$ cat src/rtl/mux_pkg.sv
// Shared definitions for the select-mux stage and the stream deserialiser.
// Latency: n/a (types and constants only).
// Backpressure: n/a.
package mux_pkg;

    // Deserialiser FSM encodings
    typedef enum logic [1:0] {
        IDLE    = 2'd0,
        COLLECT = 2'd1,
        PARITY  = 2'd2
    } deser_state_t;

    // Default number of data bits per assembled word
    localparam int DEFAULT_WORD_W = 8;

    // Select codes driven into the upstream mux stage
    typedef enum logic [1:0] {
        SEL_A = 2'd0,
        SEL_B = 2'd1,
        SEL_C = 2'd2,
        SEL_D = 2'd3
    } mux_sel_t;

endpackage

$ cat src/rtl/mux_stream_outbuf.sv
// Single-entry output register with valid/ready handshake and sticky drop flag.
// Latency: a load request appears on o_vld/o_dat the following cycle.
// Backpressure: accepts a load when empty or draining this cycle; otherwise drops it and sets o_overflow.
//
// Ports:
//   clock, reset        rising-edge clock, synchronous active-high reset
//   i_load_vld/_dat     completed word offered for loading
//   i_rdy               consumer takes o_dat this cycle
//   o_dat/o_vld         held word and its valid flag
//   o_overflow          sticky: a load was refused (cleared only by reset)
module mux_stream_outbuf #(
    parameter int DW = 8
) (
    input  logic          clock,
    input  logic          reset,
    input  logic          i_load_vld,
    input  logic [DW-1:0] i_load_dat,
    input  logic          i_rdy,
    output logic [DW-1:0] o_dat,
    output logic          o_vld,
    output logic          o_overflow
);

    logic [DW-1:0] r_dat;
    logic          r_vld;
    logic          r_ovf;
    logic          w_free;

    // Slot is usable when empty, or when its current word leaves this same cycle
    assign w_free = ~r_vld | i_rdy;

    always_ff @(posedge clock) begin
        if (reset) begin
            r_dat <= '0;
            r_vld <= 1'b0;
            r_ovf <= 1'b0;
        end else begin
            if (i_load_vld && w_free) begin
                r_dat <= i_load_dat;
                r_vld <= 1'b1;
            end else begin
                if (i_load_vld) begin
                    r_ovf <= 1'b1;
                end
                if (r_vld && i_rdy) begin
                    r_vld <= 1'b0;
                end
            end
        end
    end

    assign o_dat      = r_dat;
    assign o_vld      = r_vld;
    assign o_overflow = r_ovf;

endmodule

$ cat src/rtl/mux_stream_deser.sv
// Deserialises the 1-bit mux stream into WORD_W-bit words framed by frame_start.
// Latency: word appears on word_out one cycle after its final bit is accepted.
// Backpressure: single output slot; a word completing while the slot is held is dropped and flags overflow.
//
// Ports:
//   clock, reset                   rising-edge clock, synchronous active-high reset
//   bit_in, bit_valid, frame_start serial input; frame_start marks bit 0 of a word
//   word_out, word_valid, word_ready  assembled word with valid/ready handshake
//   bit_count                      data bits collected in the word in progress
//   overflow                       sticky dropped-word flag
//   parity_err                     (MUX_STREAM_DESER_PARITY_EN only) even-parity check result
// Build option: define MUX_STREAM_DESER_PARITY_EN to append an even-parity bit to each word.
module mux_stream_deser
    import mux_pkg::*;
#(
    parameter int WORD_W = DEFAULT_WORD_W
) (
    input  logic                         clock,
    input  logic                         reset,
    input  logic                         bit_in,
    input  logic                         bit_valid,
    input  logic                         frame_start,
    output logic [WORD_W-1:0]            word_out,
    output logic                         word_valid,
    input  logic                         word_ready,
    output logic [$clog2(WORD_W+1)-1:0]  bit_count,
    output logic                         overflow
`ifdef MUX_STREAM_DESER_PARITY_EN
    ,
    output logic                         parity_err
`endif
);

    localparam int CW = $clog2(WORD_W + 1);

    deser_state_t      r_state;
    deser_state_t      w_state_nxt;
    logic [WORD_W-1:0] r_shift;
    logic [WORD_W-1:0] w_shift_nxt;
    logic [CW-1:0]     r_count;
    logic [CW-1:0]     w_count_nxt;
    logic              w_done;
`ifdef MUX_STREAM_DESER_PARITY_EN
    logic              w_perr;
`endif

    always_ff @(posedge clock) begin
        if (reset) begin
            r_state <= IDLE;
            r_shift <= '0;
            r_count <= '0;
        end else begin
            r_state <= w_state_nxt;
            r_shift <= w_shift_nxt;
            r_count <= w_count_nxt;
        end
    end

    always_comb begin
        w_state_nxt = r_state;
        w_shift_nxt = r_shift;
        w_count_nxt = r_count;
        w_done      = 1'b0;
`ifdef MUX_STREAM_DESER_PARITY_EN
        w_perr      = 1'b0;
`endif
        if (bit_valid) begin
            if (frame_start) begin
                // Restart from any state: a partial word is abandoned without complaint
                w_shift_nxt    = '0;
                w_shift_nxt[0] = bit_in;
                w_count_nxt    = CW'(1);
                w_state_nxt    = COLLECT;
            end else begin
                case (r_state)
                    COLLECT: begin
                        for (int i = 0; i < WORD_W; i++) begin
                            if (r_count == CW'(i)) begin
                                w_shift_nxt[i] = bit_in;
                            end
                        end
                        if (r_count == CW'(WORD_W - 1)) begin
`ifdef MUX_STREAM_DESER_PARITY_EN
                            w_count_nxt = CW'(WORD_W);
                            w_state_nxt = PARITY;
`else
                            w_count_nxt = '0;
                            w_state_nxt = IDLE;
                            w_done      = 1'b1;
`endif
                        end else begin
                            w_count_nxt = r_count + 1'b1;
                        end
                    end
`ifdef MUX_STREAM_DESER_PARITY_EN
                    PARITY: begin
                        // Even parity: a clean word XORs to zero including the parity bit
                        w_perr      = ^{r_shift, bit_in};
                        w_done      = 1'b1;
                        w_count_nxt = '0;
                        w_state_nxt = IDLE;
                    end
`endif
                    default: ;
                endcase
            end
        end
    end

`ifdef MUX_STREAM_DESER_PARITY_EN
    mux_stream_outbuf #(.DW(WORD_W + 1)) u_outbuf (
        .clock      (clock),
        .reset      (reset),
        .i_load_vld (w_done),
        .i_load_dat ({w_perr, w_shift_nxt}),
        .i_rdy      (word_ready),
        .o_dat      ({parity_err, word_out}),
        .o_vld      (word_valid),
        .o_overflow (overflow)
    );
`else
    mux_stream_outbuf #(.DW(WORD_W)) u_outbuf (
        .clock      (clock),
        .reset      (reset),
        .i_load_vld (w_done),
        .i_load_dat (w_shift_nxt),
        .i_rdy      (word_ready),
        .o_dat      (word_out),
        .o_vld      (word_valid),
        .o_overflow (overflow)
    );
`endif

    assign bit_count = r_count;

endmodule

$ cat config.mk
export PLATFORM = sky130hd
export DESIGN_NAME = mux_stream_deser
export DESIGN_NICKNAME = d
export VERILOG_FILES = /design/src/rtl/mux_pkg.sv /design/src/rtl/mux_stream_outbuf.sv /design/src/rtl/mux_stream_deser.sv
export SDC_FILE = /design/constraint.sdc
export NUM_CORES = 1
export LEC_CHECK = 0
export CAP_MARGIN = 40
export CELL_PAD_IN_SITES_DETAIL_PLACEMENT = 0
export CELL_PAD_IN_SITES_GLOBAL_PLACEMENT = 1
export CORE_UTILIZATION = 43
export CTS_CLUSTER_SIZE = 16
export DETAILED_ROUTE_END_ITERATION = 10
export GPL_ROUTABILITY_DRIVEN = 0
export PLACE_DENSITY = 0.93
export SYNTH_ARGS = -nofsm -noshare
export SYNTH_HDL_FRONTEND = slang
export SYNTH_SLANG_ARGS = --single-unit
$ cat constraint.sdc
create_clock -name clock -period 4.1 [get_ports clock]
set_input_delay 1.23 -clock clock [delete_from_list [all_inputs] [get_ports clock]]
set_output_delay 1.23 -clock clock [all_outputs]
set_load 0.03 [all_outputs]
==> results.txt, run 1 <==
Synth Area in Compound Gates: 0.207
total nets after synthesis: 145
Post-synth top cells: dfxtp_1 (23), a21oi_1 (11), nand2_1 (10)
Pint: 0.275 mW
Port Buf Inserts: 19
critical path class: register to primary output
Post-route DRC: 0
Finished Layout Cells: 177
DR iter-0 viols: 46
vias per cell: 5.89
DRT Pass-1 Iters: 4
largest family of logic cells by synthesized area: simple AND/OR/NAND/NOR gates
All-Layer GR Usage: 0.189
first-pass GRT wire length: 4730 um
ANT cells: 0
maxcap violations: 0
clock network power share: 0.287
Post-Synthesis Cells: 134
Distinct cells, synth: 41
TNS Setup: 0 ps
count leader, synth: dfxtp_1
Post-synth ARST share: 0
status: complete, no violations
sequential share of power: 0.625
multiplexer share of the synthesized area: 0.0484
total CTS buffers: 3
CTS tree: built
final period utilization: 0.716
Die Height: 55.7 um
met3 GRT Util: 0.0256
critical path's top delay family: buffers and inverters
Final Skew: 12.3 ps
Adder-Cell Fraction of Synth Area: 0.0505
Min Clock Period, post-route: 2940 ps
DIE WIDTH: 55.7 um
Largest stage delay, worst path: 760 ps
Net Sw Frac: 0.257
final net count: 158
core area: 2730 sq um
Layout area overhead: 14.1%
Cell Area, Synth: 1240 sq um
Via Count: 1043
register bit total from synthesis: 23
CP Buf/Inv Count: 1
PD cells: 261 nW/um^2
CTS H-Tree Depth: 1
die area: 3100 sq um
Synth Area in Simple Gates: 0.232
GRT Max-Usage Layer: met2
combinational power share: 0.088
Max IR drop VDD: 142 uV
post-synth top area cell: dfxtp_1
number of fill cells: 251
top-area cell type share of the netlist area: 0.371
Routed WL per cell: 15.2 um
worst-path fanout max: 14
deepest clock path buffer count: 2
worst reg-to-reg setup slack: 2290 ps
Yosys warning total: 0
final slew viol count: 0
DP Wirelength: 1790 um
Critical Path RT: 2870 ps
row count: 19
I/O pin cnt: 20
Overflow after GRT: 0
number of gates resized after CTS: 0
DP Cell Count: 173
final hold vios: 0
CTS sink cnt: 23
share of layout cells above drive strength 1: 0.0822
Startpoint Class: register
met1 GRT Util: 0.266
Power, Total: 0.370 mW
initial antenna violation count: 0
synth top area cells: dfxtp_1 (37%), ha_1 (5.0%), mux2i_1 (4.8%)
Pleak: 0.487 nW
largest net degree at the start of global routing: 25
worst-margin pin slew: 865 ps
xor/xnor share of the synthesized area: 0.00706
Post-synth EDFFs: 0
clk root buf: clkbuf_4
P_sw: 0.0950 mW
hold buffers post-CTS: 0
sequential-to-total area share from yosys stat: 0.371
CP cell instances: clkdlybuf4s50_1
Syn Area/Cell: 9.25 sq um
met2 usage: 0.287
Routed WL: 2700 um
post-CTS setup buffer count: 0
final setup fails: 0
crit path capture type: primary output
Clock transition at path regs: 120 ps
Clk Latency, worst-skew pair: 310 ps
worst min path class: register to register
vias in the first global route: 989
Synth Flop Type: dfxtp_1
Worst slew margin: 0.421
final core utilization: 0.518
WP data arrival: 1710 ps
antenna-violating nets left: 0
initial core utilization: 0.454
Fmax achieved: 341 MHz
unrepaired setup endpoints after global routing: false
CP max-delay cell: clkdlybuf4s50_1
power groups by stage:
stage / Clock [mW] / Sequential (mW) / Combinational (mW)
floorplan: 0 / 0.235 / 0.0224
global placement: 0 / 0.236 / 0.0318
detailed placement: 0 / 0.236 / 0.0322
CTS: 0.111 / 0.231 / 0.0324
global route: 0.121 / 0.232 / 0.0358
finish: 0.106 / 0.231 / 0.0324
layout by cell type, fill, tap and decap left out, types with 2 or more instances in the layout:
master           netlist  final
and4bb_2               3      3
a211oi_1               5      5
a211oi_2               2      2
nand3_1                2      2
nand4b_1               4      4
clkdlybuf4s50_1        0     19
mux2i_1                6      6
ha_1                   5      5
nand4_1                2      2
a31oi_1                8      8
o21ai_1                2      2
and3_1                 3      3
nand2_1               10     10
dfxtp_1               23     23
nand2b_1               3      3
nor2b_1                7      7
inv_1                  5      5
a21oi_1               11     11
o21ai_0                4      4
clkbuf_4               0      3
stage by stage:
step | instance area, sq um | hold slack, ps | setup slack (ps)
after floorplan | 1240 | 432 | 2070
after global placement | 1390 | 442 | 1110
after detailed placement | 1390 | 446 | 1060
after CTS | 1420 | 463 | 1160
after global routing | 1420 | 490 | 1060
final | 1420 | 462 | 1160
layout make-up:
class,count,area (sq um),share of cell area
inverters,6,22.5,0.0159
clock inverters,1,5.00,0.00354
clock buffers,3,22.5,0.0159
flip-flops and latches,23,460,0.325
well taps,31,38.8,0.0274
multi-input cells,94,676,0.477
repair buffers,19,190,0.134
logic make-up (layout without fill, tap and decap cells):
kind of cell,Yosys count,in the layout
compound gates,39,39
xor+xnor,1,1
fa+ha+maj,5,5
buf+inv,17,29
flops,23,23
mux,6,6
simple gates,43,43
worst paths after layout:
kind / from / end / cells past startpoint
min: r_shift[6] / r_shift[6] / 2
max: bit_count[2] / bit_count[2] / 1
max reg2reg: r_state[0] / u_outbuf.o_dat[7] / 3
min reg2reg: r_shift[6] / r_shift[6] / 2
registers in the layout (all words and copies together), names as in the netlist:
register and flops:
bit_count 4, r_shift 8, r_state 1, u_outbuf.o_dat 8
u_outbuf.o_overflow 1, u_outbuf.o_vld 1
layer usage:
layer / share of wire / up-vias
met3: 0.040 / 2
met1: 0.47 / 496
met2: 0.48 / 25
met4: 0.0082 / 0
li1: - / 520
met5: 0 / -
(Power assumes the default switching activity.)
==> run 2: changes to the inputs <==
Settings changed: CORE_UTILIZATION 43 to 39, PLACE_DENSITY 0.93 to 0.87.
Clock period 4.1 ns to 3 ns, I/O delays scaled along.
==> run 2 against run 1 <==
- die area increased by 9.9%
- hold slack improved by 0.95 ps
- first-iteration DRC count decreased by 22%
- sequential power increased by 37%
- count of clock-buffer cells in the layout increased by 1
- global-route usage decreased by 2.1 points
- clock power increased by 38%
- critical path depth unchanged
- cell count increased by 8.5%
- core utilization decreased by 4.0 points
- setup slack got worse by 770 ps
- critical path type unchanged
- critical endpoint unchanged
==> results.txt, run 2 (synthesis results as in run 1) <==
number of gates resized after CTS: 0 (unchanged)
DP Wirelength: 1860 um (+4.1%)
combinational power share: 0.092 (+0.004)
final net count: 160 (+1.3%)
area of the multi-input gates: 676 sq um (unchanged)
initial core utilization: 0.410 (-0.0440)
Max IR drop VDD: 275 uV (+94%)
clk root buf: clkbuf_4
critical path's top delay family: buffers and inverters
I/O pin cnt: 20 (unchanged)
Setup WS post-layout: 393 ps (-772 ps)
initial antenna violation count: 0 (unchanged)
final setup fails: 0 (unchanged)
final period utilization: 0.869
antenna-violating nets left: 0 (unchanged)
number of fill cells: 298 (+19%)
DRT Pass-1 Iters: 4 (unchanged)
DP Worst Slack: 431 ps (-633 ps)
Pleak: 0.494 nW (+1.4%)
unrepaired setup endpoints after global routing: false
status: complete, no violations
Port Buf Inserts: 19 (unchanged)
worst-margin pin slew: 488 ps (-378 ps)
CTS tree: built
final slew viol count: 0 (unchanged)
vias per cell: 5.49 (-6.8%)
All-Layer GR Usage: 0.168 (-0.0212)
final hold vios: 0 (unchanged)
DIE WIDTH: 58.4 um (+4.8%)
Worst slew margin: 0.675 (+0.253)
Routed WL: 2660 um (-1.4%)
Reg area: 460 sq um (unchanged)
clock network power share: 0.287 (about the same)
vias in the first global route: 962 (-2.7%)
worst-path fanout max: 14 (unchanged)
row count: 20 (+1)
ANT cells: 0 (unchanged)
Pint: 0.379 mW (+38%)
DP Cell Count: 188 (+8.7%)
Layout area overhead: 16.5%
Overflow after GRT: 0 (unchanged)
max layer used: met4
CP Buf/Inv Count: 1 (unchanged)
commonest non-fill, non-tap cells in the layout: dfxtp_1 (23), clkdlybuf4s50_1 (19), a21oi_1 (11)
P_sw: 0.129 mW (+35%)
post-CTS setup buffer count: 0 (unchanged)
Clk Latency, worst-skew pair: 310 ps (about the same)
Startpoint Class: register
Largest stage delay, worst path: 760 ps (about the same)
largest net degree at the start of global routing: 18 (-28%)
final instance area: 1450 sq um (+2.1%)
worst min path class: register to register
dpl cell area: 1420 sq um (+2.3%)
Post-route DRC: 0 (unchanged)
Die Height: 58.4 um (+4.8%)
final core utilization: 0.477 (-0.0403)
Via Count: 1054 (+1.1%)
Hold Crit Start: r_shift[6]
Worst Hold Depth: 2 (unchanged)
Net Sw Frac: 0.253 (-0.00361)
worst reg-to-reg setup slack: 1250 ps (-1040 ps)
Routed WL per cell: 13.9 um (-9.1%)
CTS sink cnt: 23 (unchanged)
sequential share of power: 0.622 (-0.003)
maxcap violations: 0 (unchanged)
die area: 3410 sq um (+9.9%)
Final Skew: 7.21 ps (-5.14 ps)
first-pass GRT wire length: 4390 um (-7.3%)
Routed met3 length: 150 um (+38%)
WL met1: 1300 um (+2.4%)
Met2 Wirelength: 1200 um (-7.6%)
PD cells: 352 nW/um^2 (+35%)
core area: 3030 sq um (+11%)
WP data arrival: 1710 ps (about the same)
CTS H-Tree Depth: 1 (unchanged)
deepest clock path buffer count: 2 (unchanged)
most common cell after layout, fill and taps aside: dfxtp_1
hold endpoint: r_shift[6]
Min Clock Period, post-route: 2610 ps
r2r worst-path depth: 3 (unchanged)
hold buffers post-CTS: 0 (unchanged)
Critical Path RT: 2100 ps (-770 ps)
CP cell instances: clkdlybuf4s50_1
Fmax achieved: 384 MHz
Clock transition at path regs: 130 ps (about the same)
total CTS buffers: 3 (unchanged)
FF-to-FF Start: r_state[0]
Reg-to-Reg End: u_outbuf.o_dat[5]
Finished Layout Cells: 192 (+8.5%)
share of layout cells above drive strength 1: 0.0878 (+0.00565)
critical path class: register to primary output
CP max-delay cell: clkdlybuf4s50_1
DR iter-0 viols: 36 (-22%)
TNS Setup: 0 ps (unchanged)
crit path capture type: primary output
## run 2: through the flow
| step | power (mW) | hold slack, ps |
|---|---|---|
| after floorplan | 0.352 | 432 |
| after global placement | 0.368 | 441 |
| after detailed placement | 0.369 | 448 |
| after CTS | 0.514 | 466 |
| after global routing | 0.533 | 478 |
| final | 0.508 | 463 |
## run 2: per-layer routing
layer  global-route usage  up-vias
met4               0.0306        0
met3               0.0462        2
met2                0.259       32
met5                    0        -
met1                0.236      501
li1                     -      519
## run 2: power groups by stage
stage	Combinational (mW)	Clock [mW]	Sequential [mW]
3_5_place_dp	0.0462	0	0.322
6_report	0.0466	0.146	0.316
4_1_cts	0.0465	0.151	0.316
5_1_grt	0.0513	0.165	0.317
2_1_floorplan	0.0306	0	0.321
3_3_place_gp	0.0457	0	0.322
## run 2: worst max path at each step
stage	start	to	slack [ps]	cells past startpoint
5_1_grt	bit_count[2]	bit_count[2]	280	1
3_3_place_gp	bit_valid	u_outbuf.o_dat[5]	470	4
2_1_floorplan	frame_start	u_outbuf.o_dat[5]	1300	4
4_1_cts	bit_count[2]	bit_count[2]	370	1
6_report	bit_count[2]	bit_count[2]	390	1
3_5_place_dp	bit_valid	u_outbuf.o_dat[5]	430	4
## run 2: layout make-up
| cell class | instances | area share |
|---|---|---|
| repair buffers | 21 | 0.142 |
| flip-flops and latches | 23 | 0.319 |
| multi-input cells | 94 | 0.468 |
| clock buffers | 4 | 0.0182 |
| well taps | 44 | 0.0381 |
| inverters | 6 | 0.0156 |
## run 2: tightest hold or removal path: stages, from the launching register on
cell and delay [ps]:
dfxtp_1 330, nand2_1 50, a21oi_1 50
==> run 3: changes to the inputs <==
Settings changed: GPL_TIMING_DRIVEN from default to 0.
==> run 3 against run 2 <==
- sequential power barely moved
- clock power rose by 5%
- clock skew fell by 2.9 ps
- critical path depth did not move
- non-clock buffer count rose by 9
- combinational power rose by 15%
- sequential cell count did not move
- fmax rose by 3.8%
- hold slack got worse by 2.1 ps
==> results.txt, run 3 (synthesis results as in run 1) <==
status: complete, no violations
Overflow after GRT: 0 (unchanged)
final slew viol count: 0 (unchanged)
Reg area: 460 sq um (unchanged)
final hold vios: 0 (unchanged)
CTS H-Tree Depth: 1 (unchanged)
antenna-violating nets left: 0 (unchanged)
Port Buf Inserts: 19 (unchanged)
I/O pin cnt: 20 (unchanged)
WP data arrival: 1610 ps (-100 ps)
worst-margin pin slew: 511 ps (+23.6 ps)
final period utilization: 0.837 (-0.0322)
first-pass GRT wire length: 4810 um (+9.6%)
Min Clock Period, post-route: 2510 ps (-96.6 ps)
DP Wirelength: 2090 um (+12%)
row count: 20 (unchanged)
most common cell after layout, fill and taps aside: dfxtp_1
initial core utilization: 0.410 (unchanged)
Setup WS post-layout: 489 ps (+96.6 ps)
DRT Pass-1 Iters: 4 (unchanged)
Critical path origin: bit_count[0]
Hold Crit Start: r_shift[6]
FF-to-FF Start: bit_count[0]
Routed WL per cell: 14.5 um (+4.6%)
worst reg-to-reg setup slack: 1370 ps (+120 ps)
DP Worst Slack: 641 ps (+211 ps)
worst-path fanout max: 9 (-5)
Final Skew: 4.33 ps (-2.87 ps)
largest net degree at the start of global routing: 15 (-3)
area of the multi-input gates: 676 sq um (unchanged)
post-CTS setup buffer count: 0 (unchanged)
commonest non-fill, non-tap cells in the layout: dfxtp_1 (23), clkdlybuf4s50_1 (19), a21oi_1 (11)
TNS Setup: 0 ps (unchanged)
Clock transition at path regs: 140 ps (about the same)
clk root buf: clkbuf_4
hold buffers post-CTS: 0 (unchanged)
worst min path class: register to register
Routed WL: 2920 um (+9.5%)
Worst slew margin: 0.659 (-0.0153)
Worst Hold Depth: 2 (unchanged)
DIE WIDTH: 58.4 um (unchanged)
CP Buf/Inv Count: 1 (unchanged)
deepest clock path buffer count: 2 (unchanged)
final core utilization: 0.500 (+0.0231)
All-Layer GR Usage: 0.183 (+0.0149)
DR iter-0 viols: 36 (unchanged)
vias in the first global route: 1018 (+5.8%)
initial antenna violation count: 0 (unchanged)
Max IR drop VDD: 252 uV (-8.2%)
ANT cells: 0 (unchanged)
die area: 3410 sq um (unchanged)
Layout area overhead: 22.2%
number of gates resized after CTS: 0 (unchanged)
Startpoint Class: register
Critical Path RT: 2100 ps (about the same)
unrepaired setup endpoints after global routing: false
crit path capture type: primary output
Largest stage delay, worst path: 740 ps (-20 ps)
total CTS buffers: 3 (unchanged)
vias per cell: 5.56 (+1.3%)
critical path's top delay family: buffers and inverters
number of fill cells: 283 (-5.0%)
CP max-delay cell: clkdlybuf4s50_1
maxcap violations: 0 (unchanged)
Via Count: 1118 (+6.1%)
share of layout cells above drive strength 1: 0.127 (+0.0396)
r2r worst-path depth: 5 (+2)
PD cells: 344 nW/um^2 (-2.1%)
CP cell instances: clkdlybuf4s50_1
dpl cell area: 1490 sq um (+4.7%)
CTS sink cnt: 23 (unchanged)
final setup fails: 0 (unchanged)
hold endpoint: r_shift[6]
Post-route DRC: 0 (unchanged)
critical path class: register to primary output
final instance area: 1520 sq um (+4.8%)
final net count: 169 (+5.6%)
CTS tree: built
Fmax achieved: 398 MHz (+3.8%)
Reg-to-Reg End: u_outbuf.o_dat[2]
Clk Latency, worst-skew pair: 320 ps (about the same)
Die Height: 58.4 um (unchanged)
core area: 3030 sq um (unchanged)
Pleak: 0.531 nW (+7.4%)
run 3: cell count changes in the layout (fill, tap and decap cells not counted), sizes merged:
cell and delta:
buf +5, clkbuf +3, clkinvlp +1
run 3: per-layer routing:
metal  track usage  part of all wire  up-vias
met3        0.0462             0.043        2
met2         0.305              0.47       31
met4        0.0204            0.0034        0
met1         0.247              0.48      545
li1              -                 -      540
met5             0                 0        -
run 3: worst reg2reg max path, delay by kind of cell, from the launching register on:
| family | cells | cell delay [ps] |
|---|---|---|
| AND/OR/NAND/NOR | 1 | 280 |
| flip-flops | 1 | 550 |
| AO/OA/AOI/OAI | 2 | 320 |
| buffers and inverters | 1 | 150 |
| adder cells (fa/ha/maj) | 1 | 250 |
run 3: layout make-up:
cell class / count / area share
multi-input cells: 94 / 0.446
flip-flops and latches: 23 / 0.304
repair buffers: 19 / 0.126
plain buffers: 11 / 0.0537
well taps: 44 / 0.0363
clock buffers: 3 / 0.0149
inverters: 6 / 0.0149
clock inverters: 1 / 0.00495
run 3: worst max-delay path by stage:
stage	end	slack, ps	cells past startpoint
2_1_floorplan	u_outbuf.o_dat[5]	1300	4
3_3_place_gp	u_outbuf.o_dat[1]	670	5
3_5_place_dp	u_outbuf.o_dat[5]	640	5
4_1_cts	bit_count[0]	480	1
5_1_grt	bit_count[0]	420	1
6_report	bit_count[0]	490	1
run 3: where the power goes:
part | total [mW] | internal, mW | switching [mW]
Combinational | 0.0537 | 0.0217 | 0.0319
Clock | 0.154 | 0.0509 | 0.103
Sequential | 0.314 | 0.309 | 0.00549
run 3: metrics by stage:
step | power [mW] | hold slack (ps) | instances
floorplan | 0.352 | 432 | 134
global placement | 0.373 | 439 | 197
detailed placement | 0.373 | 445 | 197
CTS | 0.526 | 464 | 201
global route | 0.543 | 485 | 201
finish | 0.522 | 461 | 201
